$ cat src/rtl/hc595_stream_rx_if.sv
// Serial 74HC595-style input lines plus the decoded word/frame outputs of hc595_stream_rx.
interface hc595_stream_rx_if #(
  parameter int unsigned ERR_W = 8
);
  logic             ser_data;
  logic             ser_clock;
  logic             ser_latch;
  logic [15:0]      word_out;
  logic             word_valid;
  logic [2:0]       digit_idx;
  logic [47:0]      frame_out;
  logic             frame_valid;
  logic             err;
  logic [ERR_W-1:0] err_count;

  modport master (
    output ser_data, ser_clock, ser_latch,
    input  word_out, word_valid, digit_idx, frame_out, frame_valid, err, err_count
  );

  modport slave (
    input  ser_data, ser_clock, ser_latch,
    output word_out, word_valid, digit_idx, frame_out, frame_valid, err, err_count
  );
endinterface

$ cat src/rtl/hc595_stream_rx.sv
// Receives a 16-bit {mask, seg} stream from an HC595-style serial bus and assembles
// six in-order digits into a 48-bit display frame, flagging framing and mask errors.
module hc595_stream_rx #(
  parameter int unsigned SYNC_STAGES = 2,
  parameter int unsigned ERR_W       = 8
) (
  input logic               s_clk,
  input logic               s_reset_n,
  hc595_stream_rx_if.slave  bus
);

  localparam int unsigned WORD_W  = 16;
  localparam int unsigned CNT_W   = 5;
  localparam int unsigned FRAME_W = 48;
  localparam int unsigned DIGITS  = 6;

  typedef enum logic [0:0] {ST_IDLE, ST_COLLECT} state_e;

  // synchronizers and edge history
  logic [SYNC_STAGES-1:0] data_sync_q, clk_sync_q, lat_sync_q;
  logic                   clk_prev_q, lat_prev_q;
  logic                   clk_rise_c, lat_rise_c;

  // stage A: registered edge events
  logic                   clk_edge_q, lat_edge_q, bit_q;

  // stage B: shift register, bit count and commit decision
  logic [WORD_W-1:0]      shift_q, shift_d, shift_post_c;
  logic [CNT_W-1:0]       cnt_q, cnt_d, cnt_post_c;
  logic                   commit_q, commit_d, bad_q, bad_d;
  logic [WORD_W-1:0]      pend_q;

  // stage C: decode, frame tracker and outputs
  state_e                 state_q, state_d;
  logic [2:0]             exp_q, exp_d, exp_cur_c;
  logic [WORD_W-1:0]      word_out_q, word_out_d;
  logic                   word_valid_q, word_valid_d;
  logic [2:0]             digit_q, digit_d;
  logic [FRAME_W-1:0]     frame_buf_q, frame_buf_d;
  logic [FRAME_W-1:0]     frame_out_q, frame_out_d;
  logic                   frame_valid_q, frame_valid_d;
  logic                   err_q, err_d;
  logic [ERR_W-1:0]       err_cnt_q, err_cnt_d;
  logic [7:0]             inv_c;
  logic                   legal_c;
  logic [2:0]             pos_c;

  assign clk_rise_c = clk_sync_q[SYNC_STAGES-1] & ~clk_prev_q;
  assign lat_rise_c = lat_sync_q[SYNC_STAGES-1] & ~lat_prev_q;

  // front end: synchronize lines, detect rising edges, register the events
  always_ff @(posedge s_clk or negedge s_reset_n) begin
    if (!s_reset_n) begin
      data_sync_q <= '0;
      clk_sync_q  <= '0;
      lat_sync_q  <= '0;
      clk_prev_q  <= 1'b0;
      lat_prev_q  <= 1'b0;
      clk_edge_q  <= 1'b0;
      lat_edge_q  <= 1'b0;
      bit_q       <= 1'b0;
    end else begin
      data_sync_q <= {data_sync_q[SYNC_STAGES-2:0], bus.ser_data};
      clk_sync_q  <= {clk_sync_q[SYNC_STAGES-2:0], bus.ser_clock};
      lat_sync_q  <= {lat_sync_q[SYNC_STAGES-2:0], bus.ser_latch};
      clk_prev_q  <= clk_sync_q[SYNC_STAGES-1];
      lat_prev_q  <= lat_sync_q[SYNC_STAGES-1];
      clk_edge_q  <= clk_rise_c;
      lat_edge_q  <= lat_rise_c;
      bit_q       <= data_sync_q[SYNC_STAGES-1];
    end
  end

  // shift applies before a coincident latch, so the latch sees post-shift state
  always_comb begin
    shift_post_c = shift_q;
    cnt_post_c   = cnt_q;
    if (clk_edge_q) begin
      shift_post_c = {shift_q[WORD_W-2:0], bit_q};
      cnt_post_c   = (cnt_q == '1) ? cnt_q : CNT_W'(cnt_q + CNT_W'(1));
    end
    shift_d  = shift_post_c;
    cnt_d    = lat_edge_q ? '0 : cnt_post_c;
    commit_d = lat_edge_q && (cnt_post_c == CNT_W'(WORD_W));
    bad_d    = lat_edge_q && (cnt_post_c != CNT_W'(WORD_W));
  end

  always_ff @(posedge s_clk or negedge s_reset_n) begin
    if (!s_reset_n) begin
      shift_q  <= '0;
      cnt_q    <= '0;
      commit_q <= 1'b0;
      bad_q    <= 1'b0;
      pend_q   <= '0;
    end else begin
      shift_q  <= shift_d;
      cnt_q    <= cnt_d;
      commit_q <= commit_d;
      bad_q    <= bad_d;
      pend_q   <= shift_post_c;
    end
  end

  // mask is legal when exactly one zero bit sits in positions 0..5
  always_comb begin
    inv_c   = ~pend_q[15:8];
    legal_c = (inv_c != 8'h00) && ((inv_c & 8'(inv_c - 8'd1)) == 8'h00) && (inv_c[7:6] == 2'b00);
    pos_c   = 3'd0;
    for (int i = 0; i < DIGITS; i++) begin
      if (inv_c[i]) pos_c = 3'(i);
    end
  end

  assign exp_cur_c = (state_q == ST_IDLE) ? 3'd0 : exp_q;

  // frame tracker next state and output staging
  always_comb begin
    state_d       = state_q;
    exp_d         = exp_q;
    word_out_d    = word_out_q;
    word_valid_d  = 1'b0;
    digit_d       = digit_q;
    frame_buf_d   = frame_buf_q;
    frame_out_d   = frame_out_q;
    frame_valid_d = 1'b0;
    err_d         = 1'b0;
    err_cnt_d     = err_cnt_q;

    if (bad_q) begin
      err_d   = 1'b1;
      state_d = ST_IDLE;
      exp_d   = 3'd0;
    end else if (commit_q) begin
      word_out_d   = pend_q;
      word_valid_d = 1'b1;
      if (!legal_c) begin
        err_d   = 1'b1;
        state_d = ST_IDLE;
        exp_d   = 3'd0;
      end else begin
        digit_d = pos_c;
        for (int k = 0; k < DIGITS; k++) begin
          if (pos_c == 3'(k)) frame_buf_d[8*k +: 8] = pend_q[7:0];
        end
        if (pos_c == exp_cur_c) begin
          if (pos_c == 3'(DIGITS - 1)) begin
            frame_out_d   = {pend_q[7:0], frame_buf_q[39:0]};
            frame_valid_d = 1'b1;
            state_d       = ST_IDLE;
            exp_d         = 3'd0;
          end else begin
            state_d = ST_COLLECT;
            exp_d   = 3'(pos_c + 3'd1);
          end
        end else begin
          err_d = 1'b1;
          if (pos_c == 3'd0) begin
            state_d = ST_COLLECT;
            exp_d   = 3'd1;
          end else begin
            state_d = ST_IDLE;
            exp_d   = 3'd0;
          end
        end
      end
    end

    if (err_d && (err_cnt_q != '1)) err_cnt_d = ERR_W'(err_cnt_q + ERR_W'(1));
  end

  always_ff @(posedge s_clk or negedge s_reset_n) begin
    if (!s_reset_n) begin
      state_q       <= ST_IDLE;
      exp_q         <= 3'd0;
      word_out_q    <= '0;
      word_valid_q  <= 1'b0;
      digit_q       <= 3'd0;
      frame_buf_q   <= '0;
      frame_out_q   <= '0;
      frame_valid_q <= 1'b0;
      err_q         <= 1'b0;
      err_cnt_q     <= '0;
    end else begin
      state_q       <= state_d;
      exp_q         <= exp_d;
      word_out_q    <= word_out_d;
      word_valid_q  <= word_valid_d;
      digit_q       <= digit_d;
      frame_buf_q   <= frame_buf_d;
      frame_out_q   <= frame_out_d;
      frame_valid_q <= frame_valid_d;
      err_q         <= err_d;
      err_cnt_q     <= err_cnt_d;
    end
  end

  assign bus.word_out    = word_out_q;
  assign bus.word_valid  = word_valid_q;
  assign bus.digit_idx   = digit_q;
  assign bus.frame_out   = frame_out_q;
  assign bus.frame_valid = frame_valid_q;
  assign bus.err         = err_q;
  assign bus.err_count   = err_cnt_q;

endmodule

$ cat src/flat_wrapper.sv
// flat-port wrapper written by rule: the top's interface ports become plain ports
module hc595_stream_rx_flat 
#(
  parameter int unsigned SYNC_STAGES = 2,
  parameter int unsigned ERR_W       = 8
)
  (s_clk, s_reset_n, bus_ser_data, bus_ser_clock, bus_ser_latch, bus_word_out, bus_word_valid, bus_digit_idx, bus_frame_out, bus_frame_valid, bus_err, bus_err_count);
  hc595_stream_rx_if #(.ERR_W(ERR_W)) bus_i ();
  input logic s_clk;
  input logic s_reset_n;
  input wire logic [$bits(bus_i.ser_data)-1:0] bus_ser_data;
  input wire logic [$bits(bus_i.ser_clock)-1:0] bus_ser_clock;
  input wire logic [$bits(bus_i.ser_latch)-1:0] bus_ser_latch;
  output wire logic [$bits(bus_i.word_out)-1:0] bus_word_out;
  output wire logic [$bits(bus_i.word_valid)-1:0] bus_word_valid;
  output wire logic [$bits(bus_i.digit_idx)-1:0] bus_digit_idx;
  output wire logic [$bits(bus_i.frame_out)-1:0] bus_frame_out;
  output wire logic [$bits(bus_i.frame_valid)-1:0] bus_frame_valid;
  output wire logic [$bits(bus_i.err)-1:0] bus_err;
  output wire logic [$bits(bus_i.err_count)-1:0] bus_err_count;
  assign bus_i.ser_data = bus_ser_data;
  assign bus_i.ser_clock = bus_ser_clock;
  assign bus_i.ser_latch = bus_ser_latch;
  assign bus_word_out = bus_i.word_out;
  assign bus_word_valid = bus_i.word_valid;
  assign bus_digit_idx = bus_i.digit_idx;
  assign bus_frame_out = bus_i.frame_out;
  assign bus_frame_valid = bus_i.frame_valid;
  assign bus_err = bus_i.err;
  assign bus_err_count = bus_i.err_count;
  hc595_stream_rx #(.SYNC_STAGES(SYNC_STAGES), .ERR_W(ERR_W)) u_core (.s_clk(s_clk), .s_reset_n(s_reset_n), .bus(bus_i));
endmodule
$ cat config.mk
export PLATFORM = sky130hd
export DESIGN_NAME = hc595_stream_rx_flat
export DESIGN_NICKNAME = d
export VERILOG_FILES = /design/src/rtl/hc595_stream_rx_if.sv /design/src/rtl/hc595_stream_rx.sv /design/src/flat_wrapper.sv
export SDC_FILE = /design/constraint.sdc
export NUM_CORES = 1
export LEC_CHECK = 0
export ABC_CLOCK_PERIOD_IN_PS = 3100
export CAP_MARGIN = 20
export CORE_ASPECT_RATIO = 1.5
export CORE_MARGIN = 4
export CORE_UTILIZATION = 39
export CTS_CLUSTER_DIAMETER = 50
export DETAILED_ROUTE_END_ITERATION = 12
export PLACE_DENSITY = 0.61
export SYNTH_ARGS = -nofsm -noshare
export SYNTH_HDL_FRONTEND = slang
export SYNTH_SLANG_ARGS = --single-unit
export TNS_END_PERCENT = 20
$ cat constraint.sdc
create_clock -name s_clk -period 3.1 [get_ports s_clk]
set_input_delay 0.62 -clock s_clk [delete_from_list [all_inputs] [get_ports s_clk]]
set_output_delay 0.62 -clock s_clk [all_outputs]
set_load 0.01 [all_outputs]
==> flow_summary.ini <==
[power]
p_sw_share_pct = 25.8
pwr-share-clk_pct = 43.4
comb_power_share_pct = 7.7
ir_drop_mv = 0.396
switching_power_mw = 1.31
cell_internal_pwr_mw = 3.76
p_leak_nw = 3.74
seqPwrFrac_pct = 48.9
powerDensity_nw_per_um2 = 646

[floorplan]
start_util_pct = 39.5
rows = 56
die_height_um = 162
core_um2 = 15600
io_pins = 83
dieArea_um2 = 18000
die-width_um = 111

[yosys]
synthTopCellsByCount = 156 x dfrtp_1, 110 x mux2_2, 19 x nand2_1
synth_area_um2 = 6170
yosysWarnings = 0
synth.most_common_cell = dfrtp_1
synth_seq_area_share_pct = 63.2
synth_largest_area_cell = dfrtp_1
syn_avg_cell_area_um2 = 14.8
yosysUniqueCellTypes = 45
synth.area.top_cells = dfrtp_1 63%, mux2_2 20%, mux2_4 1.9%
syn_inst = 418
ys_ff_latch = 156
ys.flop_type = dfrtp_1
synth_top_area_share_pct = 63.2
synthArstFlopShare_pct = 100
synth-edff-count = 0
synth_fp_nets = 426

[global_route]
grt_pass1_wl_um = 20500
grt_pass1_vias = 3882
antenna_found_initial = 0
gr-usage-all-layers_pct = 14.5
grt_overflow = 0
grt_max_degree = 76

[timing]
worst_pin_slew_ns = 0.659
final.setup.tns_ns = 0
rsz0062_at_grt = false
setup_viol = 0
max_slew_margin_pct = 56.1
final_hold_viol_count = 0
fin_skew_ns = 0.0128
slew_violations = 0
timing.fmax_mhz = 369
min_period_over_period_pct = 87.5
setup_ws_ns = 0.388
min_period_ns = 2.71

[min_path]
hp-class = input pin to asynchronous set/reset pin

[route]
totalWireLength_um = 12300
drt_iter0_markers = 149
drc = 0
vias_per_cell = 5.07
drtPass1Iterations = 4
wl_per_cell_um = 17.0
ant_nets = 0
vias = 3674

[clock_network]
cts_root_buffer = clkbuf_16
cts_tree = done
post_cts_resized = 0
post_cts_buffers = 0
h-tree-depth = 4
cts_buffers = 17
clkLatencyLatePin_ns = 0.42
clock_sinks = 156
clockBufferDepth = 2
cts_hold_buffers = 0
clkTransAtPathRegs_ns = 0.07

[worst_setup_path]
crit_fanout = 48
startpoint_type = register
worstSetupEndpointType = register
crit_arrival_ns = 3.01
cp.required_ns = 3.39
critical_path_class = register to register

[place]
place_congestion = 0.795
port_buffers = 82
place_area_um2 = 7220
post-place-ws_ns = 0.428
dp_hpwl_um = 8350

[layout]
nets = 517
final_cell_area_um2 = 7850
syn_to_final_growth_pct = 27.2
fillers = 1360
drive_gt1_share_pct = 31.0
antenna_cells = 0

[outcome]
status = finished clean

[job]
maxCapViolCount = 0
-- registers in the layout, indices dropped and copies added, names as in the netlist, 2 cells and up --
| signal | count |
|---|---|
| u_core.clk_sync_q | 2 |
| u_core.data_sync_q | 2 |
| u_core.lat_sync_q | 2 |
| u_core.bus.frame_out | 48 |
| u_core.shift_q | 16 |
| u_core.cnt_q | 5 |
| u_core.exp_q | 3 |
| u_core.bus.digit_idx | 3 |
| u_core.bus.err_count | 8 |
| u_core.bus.word_out | 16 |
| u_core.frame_buf_q | 40 |
-- placed cells by master (no fill, tap or decap), types with 2 or more instances in the layout --
master / netlist / layout
dfrtp_1: 156 / 156
mux2_2: 110 / 110
clkdlybuf4s50_1: 0 / 81
nand2_1: 19 / 19
clkbuf_16: 0 / 17
nor2_1: 11 / 11
o21ai_0: 10 / 10
nand3_1: 8 / 8
xor2_1: 8 / 8
mux2_4: 8 / 8
buf_4: 4 / 8
nand4_1: 7 / 7
nor2b_1: 5 / 5
a21oi_1: 4 / 4
inv_1: 4 / 4
nand2b_1: 4 / 4
nor4_1: 4 / 4
bufinv_16: 0 / 4
nor3_1: 3 / 3
nor3b_1: 3 / 3
a22o_1: 3 / 3
mux2_1: 3 / 3
ha_1: 3 / 3
and4_1: 2 / 2
a211oi_1: 2 / 2
and2_1: 2 / 2
a21o_1: 2 / 2
o211ai_1: 2 / 2
clkbuf_1: 4 / 2
clkinvlp_4: 0 / 2
inv_6: 0 / 2
clkinv_4: 0 / 2
-- critical path, stage by stage, from the launching register on --
cell and delay [ns]:
dfrtp_1 0.60, nand2_1 0.21, inv_1 0.20, nand4_1 0.19, o221ai_1 0.27, and4_1 0.25
and3b_2 0.21, buf_12 0.27, mux2_2 0.37
-- per-stage QoR --
stage	cells	utilization [%]	total power, mW	hold WS (ns)
CTS	725	50.3	5.13	0.236
global placement	693	46.2	2.89	0.334
floorplan	418	-	2.65	0.324
global route	725	50.3	5.31	0.264
finish	725	50.3	5.07	0.208
detailed placement	693	46.2	2.92	0.336
-- cell type report --
class | instances | area, um^2 | share of cell area, %
Inverter | 4 | 15.0 | 0.191
Clock inverter | 12 | 186 | 2.37
Tap cell | 203 | 254 | 3.23
Sequential cell | 156 | 3900 | 49.7
Multi-Input combinational cell | 239 | 2150 | 27.3
Timing Repair Buffer | 91 | 902 | 11.5
Clock buffer | 20 | 447 | 5.69
-- final timing paths --
| check | slack (ns) | to | cells past startpoint | from |
|---|---|---|---|---|
| setup / recovery | 0.39 | u_core.bus.frame_out[2]$_DFFE_PN0P_ | 8 | u_core.shift_q[13]$_DFFE_PN0P_ |
| hold / removal | 0.21 | u_core.lat_sync_q[0]$_DFF_PN0_ | 1 | s_reset_n |
| setup reg to reg | 0.39 | u_core.bus.frame_out[2]$_DFFE_PN0P_ | 8 | u_core.shift_q[13]$_DFFE_PN0P_ |
| hold reg to reg | 0.35 | u_core.data_sync_q[1]$_DFF_PN0_ | 0 | u_core.data_sync_q[0]$_DFF_PN0_ |
| max in group asynchronous | 2.01 | u_core.bus.frame_out[43]$_DFFE_PN0P_ | 2 | s_reset_n |
| min in group s_clk | 0.35 | u_core.data_sync_q[1]$_DFF_PN0_ | 0 | u_core.data_sync_q[0]$_DFF_PN0_ |
-- power by group through the flow --
stage | Sequential [mW] | Combinational, mW | Clock [mW]
final | 2.48 | 0.388 | 2.20
after global routing | 2.52 | 0.438 | 2.36
after CTS | 2.48 | 0.398 | 2.25
after detailed placement | 2.52 | 0.396 | 0
after global placement | 2.51 | 0.384 | 0
after floorplan | 2.36 | 0.294 | 0
-- cell families after synthesis --
logic type | count (synthesis) | synth area share, %
muxes | 122 | 22.7
AOI/OAI and AO/OA | 30 | 3.55
and+or+nand+nor | 75 | 6.48
buffers and inverters | 23 | 2.15
DFF | 156 | 63.2
xor gates and xnor gates | 9 | 1.28
adders and majority gates | 3 | 0.608
-- per-layer routing --
layer	track usage, %	part of all wire (%)	vias up
met5	0	0	-
met4	4.76	1.3	0
met3	3.95	4.0	15
met2	24.6	51	74
met1	17.9	43	1898
li1	-	-	1687
Power figures use the tool's default switching activity.
